$ cat src/rtl/add_sub_unit.sv
// Registered two's-complement add/subtract (M=0: A+B, M=1: A-B) with carry, overflow and zero flags.
// Latency 1 cycle, one op per cycle; no backpressure, out_valid is a one-cycle pulse per accepted op.
module add_sub_unit #(
  parameter int WIDTH = 4
) (
  input  logic             clk,
  input  logic             rst,
  input  logic             in_valid,
  input  logic [WIDTH-1:0] A,
  input  logic [WIDTH-1:0] B,
  input  logic             M,
  output logic [WIDTH-1:0] S,
  output logic             C_final,
  output logic             V,
  output logic             Z,
  output logic             out_valid
);

  logic [WIDTH-1:0] s_d, s_q;
  logic             c_final_d, c_final_q;
  logic             v_d, v_q;
  logic             z_d, z_q;
  logic             out_valid_d, out_valid_q;

  logic [WIDTH-1:0] sum;
  logic             carry_out;
  logic             ovf;

  // Subtraction reuses the adder as A + ~B + 1: invert B and inject M as carry-in.
  always_comb begin
    logic [WIDTH:0]   c;
    logic [WIDTH-1:0] bi;
    c    = '0;
    bi   = '0;
    sum  = '0;
    c[0] = M;
    for (int i = 0; i < WIDTH; i++) begin
      bi[i]  = B[i] ^ M;
      sum[i] = A[i] ^ bi[i] ^ c[i];
      c[i+1] = (A[i] & bi[i]) | (c[i] & (A[i] ^ bi[i]));
    end
    carry_out = c[WIDTH];
    ovf       = c[WIDTH] ^ c[WIDTH-1];
  end

  always_comb begin
    s_d         = s_q;
    c_final_d   = c_final_q;
    v_d         = v_q;
    z_d         = z_q;
    out_valid_d = in_valid;
    if (in_valid) begin
      s_d       = sum;
      c_final_d = carry_out;
      v_d       = ovf;
      z_d       = (sum == '0);
    end
  end

  always_ff @(posedge clk or posedge rst) begin
    if (rst) begin
      s_q         <= '0;
      c_final_q   <= 1'b0;
      v_q         <= 1'b0;
      z_q         <= 1'b0;
      out_valid_q <= 1'b0;
    end else begin
      s_q         <= s_d;
      c_final_q   <= c_final_d;
      v_q         <= v_d;
      z_q         <= z_d;
      out_valid_q <= out_valid_d;
    end
  end

  assign S         = s_q;
  assign C_final   = c_final_q;
  assign V         = v_q;
  assign Z         = z_q;
  assign out_valid = out_valid_q;

endmodule

$ cat config.mk
export PLATFORM = sky130hd
export DESIGN_NAME = add_sub_unit
export DESIGN_NICKNAME = d
export VERILOG_FILES = /design/src/rtl/add_sub_unit.sv
export SDC_FILE = /design/constraint.sdc
export NUM_CORES = 1
export LEC_CHECK = 0
export CORE_AREA = 2 2 39 41
export DETAILED_ROUTE_END_ITERATION = 10
export DIE_AREA = 0 0 41 43
export GPL_TIMING_DRIVEN = 0
export PLACE_DENSITY = 0.7
export SLEW_MARGIN = 30
export SYNTH_ARGS = -nofsm -noshare
export SYNTH_HDL_FRONTEND = slang
export SYNTH_SLANG_ARGS = --single-unit
$ cat constraint.sdc
create_clock -name clk -period 2.2 [get_ports clk]
set_input_delay 0.33 -clock clk [delete_from_list [all_inputs] [get_ports clk]]
set_output_delay 0.33 -clock clk [all_outputs]
set_load 0.02 [all_outputs]
Yosys cells after proc, flatten, opt, wreduce, memory -nomap -nowiden
Index checks and enable logic that the tools add are counted.
Word-level totals
  output and inout bits: 8
  bits of input ports: 12
  word-level logic and storage cells: 31
  flip-flop bits (word level): 8
Operators by class
  reductions and logical operators: 1
  bitwise operators: 25
Operators with widths (count)
  1-bit XOR: 13
  1-bit AND: 8
  4-bit logical NOT: 1
  1-bit bitwise OR: 4

Depth between registers and ports, before layout
Gate-level depths: netlist of run 1.
  depth after elaboration: 11
  mapped depth: 8

Least setup slack after synthesis of run 1
OpenSTA, ideal clock, no wires.
  path kind: input -> register
  start point: input port B[0]
  end point: register v_q, in the netlist V
  library setup time: 0.125 ns
  arrival: 2.060 ns
  stages: 8
  setup slack: 0.015 ns
  data required time: 2.075 ns
  path through: mux2_2 -> fa_1 -> inv_1 -> fa_1 -> inv_1 -> fa_1 -> xnor2_1 -> mux2_4
Between the ends
  cells in the longest elaborated chain, start to end: 11
RTL lines
  start, declared: line 10  | input logic [WIDTH-1:0] B,
  1-bit XOR (*): line 38  | bi[i] = B[i] ^ M;
  1-bit XOR: line 40  | c[i+1] = (A[i] & bi[i]) | (c[i] & (A[i] ^ bi[i]));
  1-bit AND: line 40
  1-bit bitwise OR (*): line 40
  1-bit AND (*): line 40
  1-bit bitwise OR (*): line 40
  1-bit AND (*): line 40
  1-bit bitwise OR (*): line 40
  1-bit AND (*): line 40
  1-bit bitwise OR (*): line 40
  via carry_out: line 26  | logic carry_out;
  1-bit XOR (*): line 43  | ovf = c[WIDTH] ^ c[WIDTH-1];
  end signal, assigned: line 70  | v_q <= v_d;
  end, declared: line 21  | logic v_d, v_q;
The timed path passes the listed nets; every way through them passes the cells marked *.
A chain may end at the register's enable or synchronous reset.

Final worst setup path of run 1
  start point: input port B[0]
  end point: register z_q, in the netlist Z
Between the ends
  cells in the longest elaborated chain, start to end: 10
RTL lines
  1-bit XOR (*): line 38
  1-bit XOR: line 40
  1-bit AND: line 40
  1-bit bitwise OR (*): line 40
  1-bit AND (*): line 40
  1-bit bitwise OR (*): line 40
  1-bit AND (*): line 40
  1-bit bitwise OR (*): line 40
  1-bit XOR (*): line 39  | sum[i] = A[i] ^ bi[i] ^ c[i];
  via sum[3]: line 25  | logic [WIDTH-1:0] sum;
  4-bit logical NOT (*): line 56  | z_d = (sum == '0);
  end signal, assigned: line 71  | z_q <= z_d;
  end, declared: line 22  | logic z_d, z_q;
Marks and branches as above.

==> impl_results.md, run 1 <==
* CP most frequent cell: fa_2
* Clk pwr share at 0.210
* Layout cells sized above 1 at 0.3036
* DRT antenna net count at 0
* Total CTS buffers at 3
* Die W at 41 µm
* Vias in the first global route at 342
* Core area at 1384 µm²
* Most common cell after layout, fill and taps aside: clkdlybuf4s50_1
* CTS Hold Bufs at 0
* Total track usage at 0.1247
* Post-DR vias/cell at 4.417
* Global-route wire length before repair at 1373 µm
* Synth warnings at 0
* Initial antenna violation count at 0
* Relative slew margins at 0.8078
* Sink Count at 8
* Post-route worst setup slack at 0.05867 ns
* Maximum vdd drop at 0.2576 mV
* Cells along the critical path: clkdlybuf4s15_2, mux2_4, fa_2, inv_2, fa_2, inv_2, fa_2, nor2_1, a41o_1
* Max-cap viol count at 0
* Drt drc at 0
* Final Critical Period at 2.141 ns
* Routed WL per cell at 11.39 µm
* Synth Area per Inst at 13.31 µm²
* CP startpoint kind: input pin
* Setup Viol. Count Final at 0
* Via count at 318
* Post-place setup slack at -0.6180 ns
* P_sw at 160.3 µW
* Grt ovf at 0
* Outcome: finished clean
* Reg clk slew, reported paths at 0.05 ns
* Fill count at 137
* Finished Cell Area at 685.7 µm²
* Critical path origin: B[0]
* RSZ-0062 raised after global routing: false
* Unique masters post-synth at 12
* Area growth syn-to-layout at 56.13%
* H-tree depth at 1
* Post-layout util at 0.4955
* Synthesized net count at 48
* Register share of total power at 0.370
* P_leak at 0.0003119 µW
* Most frequent cells in the layout: 15 x clkdlybuf4s50_1, 8 x dfrtp_1, 5 x mux2_4
* Critical Path Max Stage Delay at 0.52 ns
* Starting density of the core at 0.3174
* Hold/Removal Path Class: in -> async
* P_int at 367.4 µW
* Final Net Count at 73
* Hold_ws at 0.3232 ns
* Register area share after synthesis at 0.4558
* Post-Syn Area at 439.2 µm²
* Clock Skew at 0 ns
* Switching part of the total at 0.3037
* Skew-Pair Late Insertion Delay at 0.25 ns
* Slew Limit Fails at 0
* Cell count after synthesis at 33
* Antenna fix cells at 0
* CTS tree: built
* Tcrit/Tclk final at 0.9733
* Least-Margin Pin Slew at 0.2881 ns
* Worst r2r src: Z$_DFFE_PP0P_
* Clock root buffer: clkbuf_4
* Wirelength, routed at 820 µm
* WP data arrival at 2.28 ns
* Crit Path Max Fanout at 2
* Seq cells post-synth at 8
* Fmax at 467.0 MHz
* Logic pwr share at 0.420
* Final Hold Fails at 0
* Drt initial violations at 0
* Largest net degree at the start of global routing at 11
* Total die area at 1763 µm²
* PD cells at 769.6 nW/µm²
* I/O Pins at 20
* Drt pass-1 iters at 1
* CP required at 2.34 ns
* Placed Area at 649.4 µm²
* Tot Pwr at 527.7 µW
* CTS max path bufs at 2
* Final estimated routing congestion in global placement at 0.6266
* Worst setup EP type: flop
* Setup CP Type: in -> reg
* Critical-path top delay cell: fa_2
* Die H at 43 µm
* Port Buffer Count at 19
* Rows at 14
-- cells by family after synthesis --
family | synth area share
and+or+nand+nor | 0.03989
buffers and inverters | 0.05982
AOI/OAI and AO/OA | 0.04559
adders and majority gates | 0.1368
muxes | 0.1624
xor gates and xnor gates | 0.09973
DFF | 0.4558
-- cell usage after synthesis (all sizes together) --
cell	number	area, µm²
a21oi	2	10.01
a41o	1	10.01
buf	1	11.26
dfrtp	8	200.2
fa	3	60.06
inv	4	15.01
mux2	5	71.32
nor2	3	11.26
nor2b	1	6.260
xnor2	3	26.28
xor2	2	17.52
-- through the flow --
step / setup TNS (ns) / instances
after floorplan: 0 / 33
after global placement: -2.216 / 68
after detailed placement: -2.314 / 68
after CTS: 0 / 72
after global routing: 0 / 72
final: 0 / 72
-- timing repair --
item                       4_1_cts  5_1_grt
buffers inserted                 1        0
setup endpoints to repair        4        1
gates resized for setup         16        0
pin swaps                        3        2
-- final timing paths --
| path | cells past startpoint | slack (ns) | endpoint |
|---|---|---|---|
| setup / recovery | 9 | 0.06 | Z$_DFFE_PP0P_ |
| hold / removal | 2 | 0.32 | S[3]$_DFFE_PP0P_ |
| setup reg to reg | 2 | 1.38 | Z$_DFFE_PP0P_ |
| hold reg to reg | 1 | 0.51 | S[1]$_DFFE_PP0P_ |
| max in group asynchronous | 2 | 1.65 | S[0]$_DFFE_PP0P_ |
| min in group clk | 1 | 0.51 | S[1]$_DFFE_PP0P_ |
-- sequential cells by signal (all words and copies together) (netlist names) --
signal / flops
S: 4
V: 1
C_final: 1
out_valid: 1
Z: 1
-- power by group through the flow --
stage,Clock [µW],Combinational [µW],Sequential (µW)
5_1_grt,123,241,199
4_1_cts,117,224,196
6_report,111,222,195
2_1_floorplan,0,81.2,233
3_5_place_dp,0,217,198
3_3_place_gp,0,212,196
-- area by class of cell --
cell class              count  area, µm²  area share
plain buffers               1      11.26     0.01642
multi-input cells          20      224.0      0.3266
inverters                   4      15.01     0.02190
clock buffers               3      22.52     0.03285
flip-flops and latches      8      200.2      0.2920
well taps                  16      20.02     0.02920
repair buffers             20      192.7      0.2810
-- critical path: cells and delay by family --
kind	cells	cell delay, ns
muxes	1	0.31
buffers and inverters	3	0.30
adders and majority gates	3	1.08
AOI/OAI and AO/OA	1	0.22
and+or+nand+nor	1	0.04
-- layer usage --
| layer | track usage | up-vias | wire length [µm] |
|---|---|---|---|
| met5 | 0 | - | 0 |
| met4 | 0.1600 | 0 | 50 |
| met3 | 0.01571 | 4 | 68 |
| met2 | 0.1719 | 17 | 395 |
| met1 | 0.1362 | 145 | 305 |
| li1 | - | 152 | - |
Note: power is estimated with default switching activity, not from simulation.
==> inputs of run 2 (changes only) <==
- TNS_END_PERCENT: not set -> 1
==> results of run 2 <==
No change in the layout: final DEF, timing and power equal those of run 1.
